--- src/rtl/lives_hud_renderer.sv ---
// rtl/lives_hud_renderer.sv - heart-row lives HUD overlay with frame-latched count and loss blink.
// Optional build macro LIVES_HUD_EMPTY_SLOT_EN draws empty slots as dimmed hearts.
module lives_hud_renderer #(
  parameter int MAX_LIVES  = 5,
  parameter int LIVES_W    = 3,
  parameter int H_W        = 10,
  parameter int V_W        = 10,
  parameter int HEART_W    = 16,
  parameter int HEART_H    = 16,
  parameter int SPACING    = 8,
  parameter int X_START    = 160,
  parameter int Y_POS      = 440,
  parameter int BLINK_HALF = 8,
  parameter int BLINK_NUM  = 3
) (
  input  logic                                  clk,
  input  logic                                  rst_n,
  input  logic                                  frame_start,
  input  logic [LIVES_W-1:0]                    lives,
  input  logic [H_W-1:0]                        h_count,
  input  logic [V_W-1:0]                        v_count,
  output logic [$clog2(HEART_W*HEART_H)-1:0]    sprite_addr,
  input  logic [5:0]                            sprite_data,
  output logic [2:0]                            vga_r,
  output logic [2:0]                            vga_g,
  output logic [2:0]                            vga_b,
  output logic                                  hud_active,
  output logic                                  blinking
);

  localparam int HX_W = $clog2(HEART_W);
  localparam int HY_W = $clog2(HEART_H);
  localparam int FC_W = $clog2(BLINK_HALF + 1);
  localparam int BC_W = $clog2(BLINK_NUM + 1);

  typedef enum logic [1:0] {IDLE, BLINK_OFF, BLINK_ON} state_t;

  function automatic logic [H_W+3:0] slot_edge(input int k);
    return (H_W+4)'(X_START + k * (HEART_W + SPACING));
  endfunction

  // Slots running past the right edge of the counter range are dropped, never wrapped.
  function automatic bit slot_fits(input int k);
    return (X_START + k * (HEART_W + SPACING) + HEART_W) <= (1 << H_W);
  endfunction

  logic [H_W+3:0]  hx;
  logic [V_W+3:0]  vy, yoff;
  logic            in_row, hit;
  logic [3:0]      slot_c;
  logic [HX_W-1:0] xoff;

  logic            s1_valid;
  logic [3:0]      s1_slot;

  state_t          state, state_n;
  logic [3:0]      disp_lives, disp_n, blink_slot, slot_n, eff;
  logic [FC_W-1:0] frame_cnt, fc_n;
  logic [BC_W-1:0] blink_cnt, bc_n;

  logic            vis, opaque;
  logic [2:0]      r_n, g_n, b_n;
  logic            act_n;

  always_comb begin
    hx     = (H_W+4)'(h_count);
    vy     = (V_W+4)'(v_count);
    yoff   = vy - (V_W+4)'(Y_POS);
    in_row = (vy >= (V_W+4)'(Y_POS)) && (vy < (V_W+4)'(Y_POS + HEART_H));
    hit    = 1'b0;
    slot_c = '0;
    xoff   = '0;
    for (int k = 0; k < MAX_LIVES; k++) begin
      if (slot_fits(k) && (hx >= slot_edge(k)) &&
          (hx < slot_edge(k) + (H_W+4)'(HEART_W))) begin
        hit    = 1'b1;
        slot_c = 4'(k);
        xoff   = HX_W'(hx - slot_edge(k));
      end
    end
  end

  always_ff @(posedge clk or negedge rst_n) begin
    if (!rst_n) begin
      s1_valid    <= 1'b0;
      s1_slot     <= '0;
      sprite_addr <= '0;
    end else begin
      s1_valid    <= in_row && hit;
      s1_slot     <= slot_c;
      sprite_addr <= (in_row && hit) ? {HY_W'(yoff), xoff} : '0;
    end
  end

  assign eff = (int'(lives) > MAX_LIVES) ? 4'(MAX_LIVES) : 4'(lives);

  always_ff @(posedge clk or negedge rst_n) begin
    if (!rst_n) begin
      state      <= IDLE;
      disp_lives <= '0;
      blink_slot <= '0;
      frame_cnt  <= '0;
      blink_cnt  <= '0;
    end else begin
      state      <= state_n;
      disp_lives <= disp_n;
      blink_slot <= slot_n;
      frame_cnt  <= fc_n;
      blink_cnt  <= bc_n;
    end
  end

  always_comb begin
    state_n = state;
    disp_n  = disp_lives;
    slot_n  = blink_slot;
    fc_n    = frame_cnt;
    bc_n    = blink_cnt;
    if (frame_start) begin
      disp_n = eff;
      // Any loss (also mid-animation) restarts the blink on the highest heart being removed.
      if (eff < disp_lives) begin
        state_n = BLINK_OFF;
        slot_n  = disp_lives - 4'd1;
        fc_n    = '0;
        bc_n    = '0;
      end else if (state != IDLE) begin
        if (eff > blink_slot) begin
          state_n = IDLE;
          fc_n    = '0;
          bc_n    = '0;
        end else if (frame_cnt == FC_W'(BLINK_HALF - 1)) begin
          fc_n = '0;
          if (state == BLINK_OFF) begin
            state_n = BLINK_ON;
          end else if (blink_cnt == BC_W'(BLINK_NUM - 1)) begin
            state_n = IDLE;
            bc_n    = '0;
          end else begin
            state_n = BLINK_OFF;
            bc_n    = blink_cnt + 1'b1;
          end
        end else begin
          fc_n = frame_cnt + 1'b1;
        end
      end
    end
  end

  assign blinking = (state != IDLE);

  always_comb begin
    vis    = (s1_slot < disp_lives) || ((state == BLINK_ON) && (s1_slot == blink_slot));
    opaque = |sprite_data;
    r_n    = '0;
    g_n    = '0;
    b_n    = '0;
    act_n  = 1'b0;
    if (s1_valid && opaque) begin
      if (vis) begin
        r_n   = {sprite_data[5:4], 1'b0};
        g_n   = {sprite_data[3:2], 1'b0};
        b_n   = {sprite_data[1:0], 1'b0};
        act_n = 1'b1;
      end
`ifdef LIVES_HUD_EMPTY_SLOT_EN
      else begin
        r_n   = {1'b0, sprite_data[5], 1'b0};
        g_n   = {1'b0, sprite_data[3], 1'b0};
        b_n   = {1'b0, sprite_data[1], 1'b0};
        act_n = 1'b1;
      end
`endif
    end
  end

  always_ff @(posedge clk or negedge rst_n) begin
    if (!rst_n) begin
      vga_r      <= '0;
      vga_g      <= '0;
      vga_b      <= '0;
      hud_active <= 1'b0;
    end else begin
      vga_r      <= r_n;
      vga_g      <= g_n;
      vga_b      <= b_n;
      hud_active <= act_n;
    end
  end

endmodule
--- config.mk ---
export PLATFORM = sky130hd
export DESIGN_NAME = lives_hud_renderer
export DESIGN_NICKNAME = d
export VERILOG_FILES = /design/src/rtl/lives_hud_renderer.sv
export SDC_FILE = /design/constraint.sdc
export NUM_CORES = 1
export LEC_CHECK = 0
export BUFFER_PORTS_ARGS = -buffer_cell sky130_fd_sc_hd__buf_2
export CAP_MARGIN = 10
export CORE_ASPECT_RATIO = 0.9
export CORE_UTILIZATION = 55
export CTS_CLUSTER_DIAMETER = 30
export CTS_CLUSTER_SIZE = 28
export DETAILED_ROUTE_END_ITERATION = 8
export GPL_ROUTABILITY_DRIVEN = 1
export PLACE_DENSITY = 0.9
export SETUP_SLACK_MARGIN = 0.1
export SYNTH_ARGS = -nofsm -noshare
export SYNTH_HDL_FRONTEND = slang
export SYNTH_SLANG_ARGS = --single-unit
--- constraint.sdc ---
create_clock -name clk -period 3.7 [get_ports clk]
set_clock_uncertainty 0.15 [all_clocks]
set_input_delay 0.74 -clock clk [delete_from_list [all_inputs] [get_ports clk]]
set_output_delay 0.74 -clock clk [all_outputs]
set_load 0.01 [all_outputs]
==> results.cfg <==
[outcome]
run_status = finished clean

[die]
start_util_pct = 58.34
pin_count = 51
rows = 19
dieWidth_um = 62.35
die_h_um = 56.32
core_um2 = 3090
die-area_um2 = 3511

[drt]
drc = 0
maxUsedRoutingLayer = met4
wl_per_cell_um = 13.23
dr_wl_met2_mm = 1.650
dr.pass1.iters = 4
drt-met1-wl_mm = 1.545
viasPerCell = 5.418
detail-route-antenna-nets = 0
wl_met3_um = 256
drtIter0Drc = 132
routed_wl_mm = 3.480
via_count = 1425

[yosys]
seq_area_frac_synth_pct = 47.19
synth_xor_area_share_pct = 3.400
yosysTopAreaCell = dfrtp_1
synth.most_common_cell = dfrtp_1
synth_top_family_by_area = simple AND/OR/NAND/NOR gates
yosys-top-cells-area = dfrtp_1 47%, ha_1 6.2%, and2_1 4.5%
synth_compound_area_share_pct = 17.35
avgSynthCellArea_um2 = 10.42
synth-simple-area-share_pct = 20.75
synthCells = 173
synthMuxAreaShare_pct = 0
synth_common_cells = 34 x dfrtp_1, 13 x and2_1, 12 x nand2_1
synth_top_area_share_pct = 47.19
synth_warnings = 0
synth.cell_area_um2 = 1803
synth-seq-cells = 34
synth_cell_types = 51
synth_fa_ha_area_share_pct = 6.246
async_reset_ff_share_pct = 100.0
synth_edf_count = 0
synth_ff_type = dfrtp_1

[worst_setup_path]
cpPeakStageDelay_ps = 310
end_kind = flip-flop
worstPathCellList = buf_2, nor2b_1, ha_1, o21ai_0, a32o_1, a21oi_1, nor4b_2, o22a_1
worstSetupPathType = primary input to flip-flop
critical_path_buf_inv_count = 1
cp_max_fo = 5
slowest_stage = nor4b_2
setup.worst_path.start_class = primary input
critical-path-top-delay-family = compound AO/OA/AOI/OAI gates
worst_ep_arrival_time_ps = 2450
required_ps = 3850

[pwr]
internal-power_mw = 0.7046
leakage_nw = 1.093
clkPwrFrac_pct = 34.9
finalPower_mw = 0.9962
p_switching_mw = 0.2917
combPwrFrac_pct = 21.5
p_per_area_nw_per_um2 = 463.2
power.share.sequential_pct = 43.5
irDropWorstVdd_v = 0.0002416
switching_share_pct = 29.28

[sta]
fin_ws_ps = 1393
timing.setup.tns_ps = 0
max_slew_margin_pct = 51.72
fin_crit_sh_pct = 62.36
slew_viol_final = 0
rsz0062_at_grt = no
finalSetupViolCount = 0
hold_viol = 0
fmax_mhz = 433.4
tightest_slew_ps = 724.2
finalCriticalPeriod_ps = 2307

[clock_network]
cts_tree = yes
ctsRootBufferMaster = clkbuf_4
clkSinkCount = 34
cts_buffers = 5
cts.path.max_buffers = 2
hold_buffers = 0
clk_pin_slew_ps = 120
clk_latency_ps = 340
post_cts_resize_count = 0
htree_levels = 2
postCtsSetupBuffers = 0

[layout]
fin_nets = 261
insertedDiodeCount = 0
fillCellCount = 247
drive_gt1_share_pct = 28.05
area_growth_pct = 19.29

[place]
place_ws_ps = 1043
finalWeightedCongestion = 0.8628
hpwl_mm = 2.605
io_buffers = 47

[grt]
overflow = 0
grt.total_usage_pct = 23.10
grt_max_degree = 35
grt_pass1_vias = 1420
antenna_found_initial = 0
grt_pass1_wl_mm = 6.168

[job]
maxCapViolations = 0

[min_path]
hold_class = primary input to asynchronous set/reset pin
==> state kept, by name, summed over array words and instances (netlist names) <==
signal	count
vga_b	2
vga_r	2
disp_lives	3
state	2
frame_cnt	4
blink_slot	4
hud_active	1
vga_g	2
s1_slot	3
s1_valid	1
sprite_addr	8
blink_cnt	2
==> path summary, 6_finish.rpt <==
kind	startpoint	slack (ps)	endpoint	cells after the start
min in group clk	disp_lives[1]$_DFFE_PN0P_	340	blink_slot[3]$_DFFE_PN0P_	1
max reg2reg	disp_lives[2]$_DFFE_PN0P_	1550	blink_cnt[0]$_DFFE_PN0P_	7
min	rst_n	290	disp_lives[2]$_DFFE_PN0P_	1
max in group asynchronous	rst_n	2650	frame_cnt[3]$_DFFE_PN0P_	1
max	lives[2]	1390	blink_cnt[0]$_DFFE_PN0P_	8
min reg2reg	disp_lives[1]$_DFFE_PN0P_	340	blink_slot[3]$_DFFE_PN0P_	1
==> power by group through the flow <==
stage	logic, mW	registers, mW	clock network [mW]
floorplan	0.157	0.431	0
global placement	0.205	0.439	0
detailed placement	0.213	0.441	0
CTS	0.215	0.434	0.356
global route	0.247	0.439	0.371
finish	0.214	0.434	0.348
==> metrics by stage <==
stage | util (%) | hold slack (ps) | instance area, µm² | cells
2_1_floorplan | - | 282.6 | 1810 | 175
3_3_place_gp | 66.15 | 309.8 | 2044 | 255
3_5_place_dp | 66.15 | 307.6 | 2044 | 255
4_1_cts | 69.60 | 307.7 | 2151 | 263
5_1_grt | 69.60 | 335.3 | 2151 | 263
6_report | 69.60 | 287.9 | 2151 | 263
==> placed cells by master (no fill, tap or decap), types with 3 or more instances in the layout <==
cell	synthesis	layout
conb_1	1	3
nand3_1	4	4
and2_1	13	13
o21a_1	3	3
a21oi_1	9	9
clkbuf_4	0	5
inv_1	9	9
dfrtp_1	34	34
a32o_1	3	3
nand2_1	12	12
ha_1	9	9
buf_2	1	47
o21ai_1	6	6
nor2_1	10	10
xor2_1	6	6
==> cells by family (layout without fill, tap and decap cells) <==
group                      after synthesis  after routing
and+or+nand+nor                         63             63
AOI/OAI and AO/OA                       41             41
DFF                                     34             34
buffers and inverters                   18             64
adders and majority gates                9              9
xor gates and xnor gates                 7              7
other                                    1              3
==> layer usage <==
layer / vias to the layer above / global-route usage [%]
met1: 662 / 30.00
met2: 53 / 36.11
met4: 0 / 9.635
met5: - / 0
li1: 706 / -
met3: 4 / 7.114
==> final cells by class <==
| type | count | area (µm²) | area share [%] |
|---|---|---|---|
| multi-input cells | 123 | 872.1 | 40.55 |
| flip-flops and latches | 34 | 850.8 | 39.56 |
| repair buffers | 47 | 235.2 | 10.94 |
| clock inverters | 3 | 68.82 | 3.200 |
| well taps | 42 | 52.55 | 2.443 |
| clock buffers | 5 | 37.54 | 1.745 |
| inverters | 9 | 33.78 | 1.571 |
Note: power is estimated with default switching activity, not from simulation.
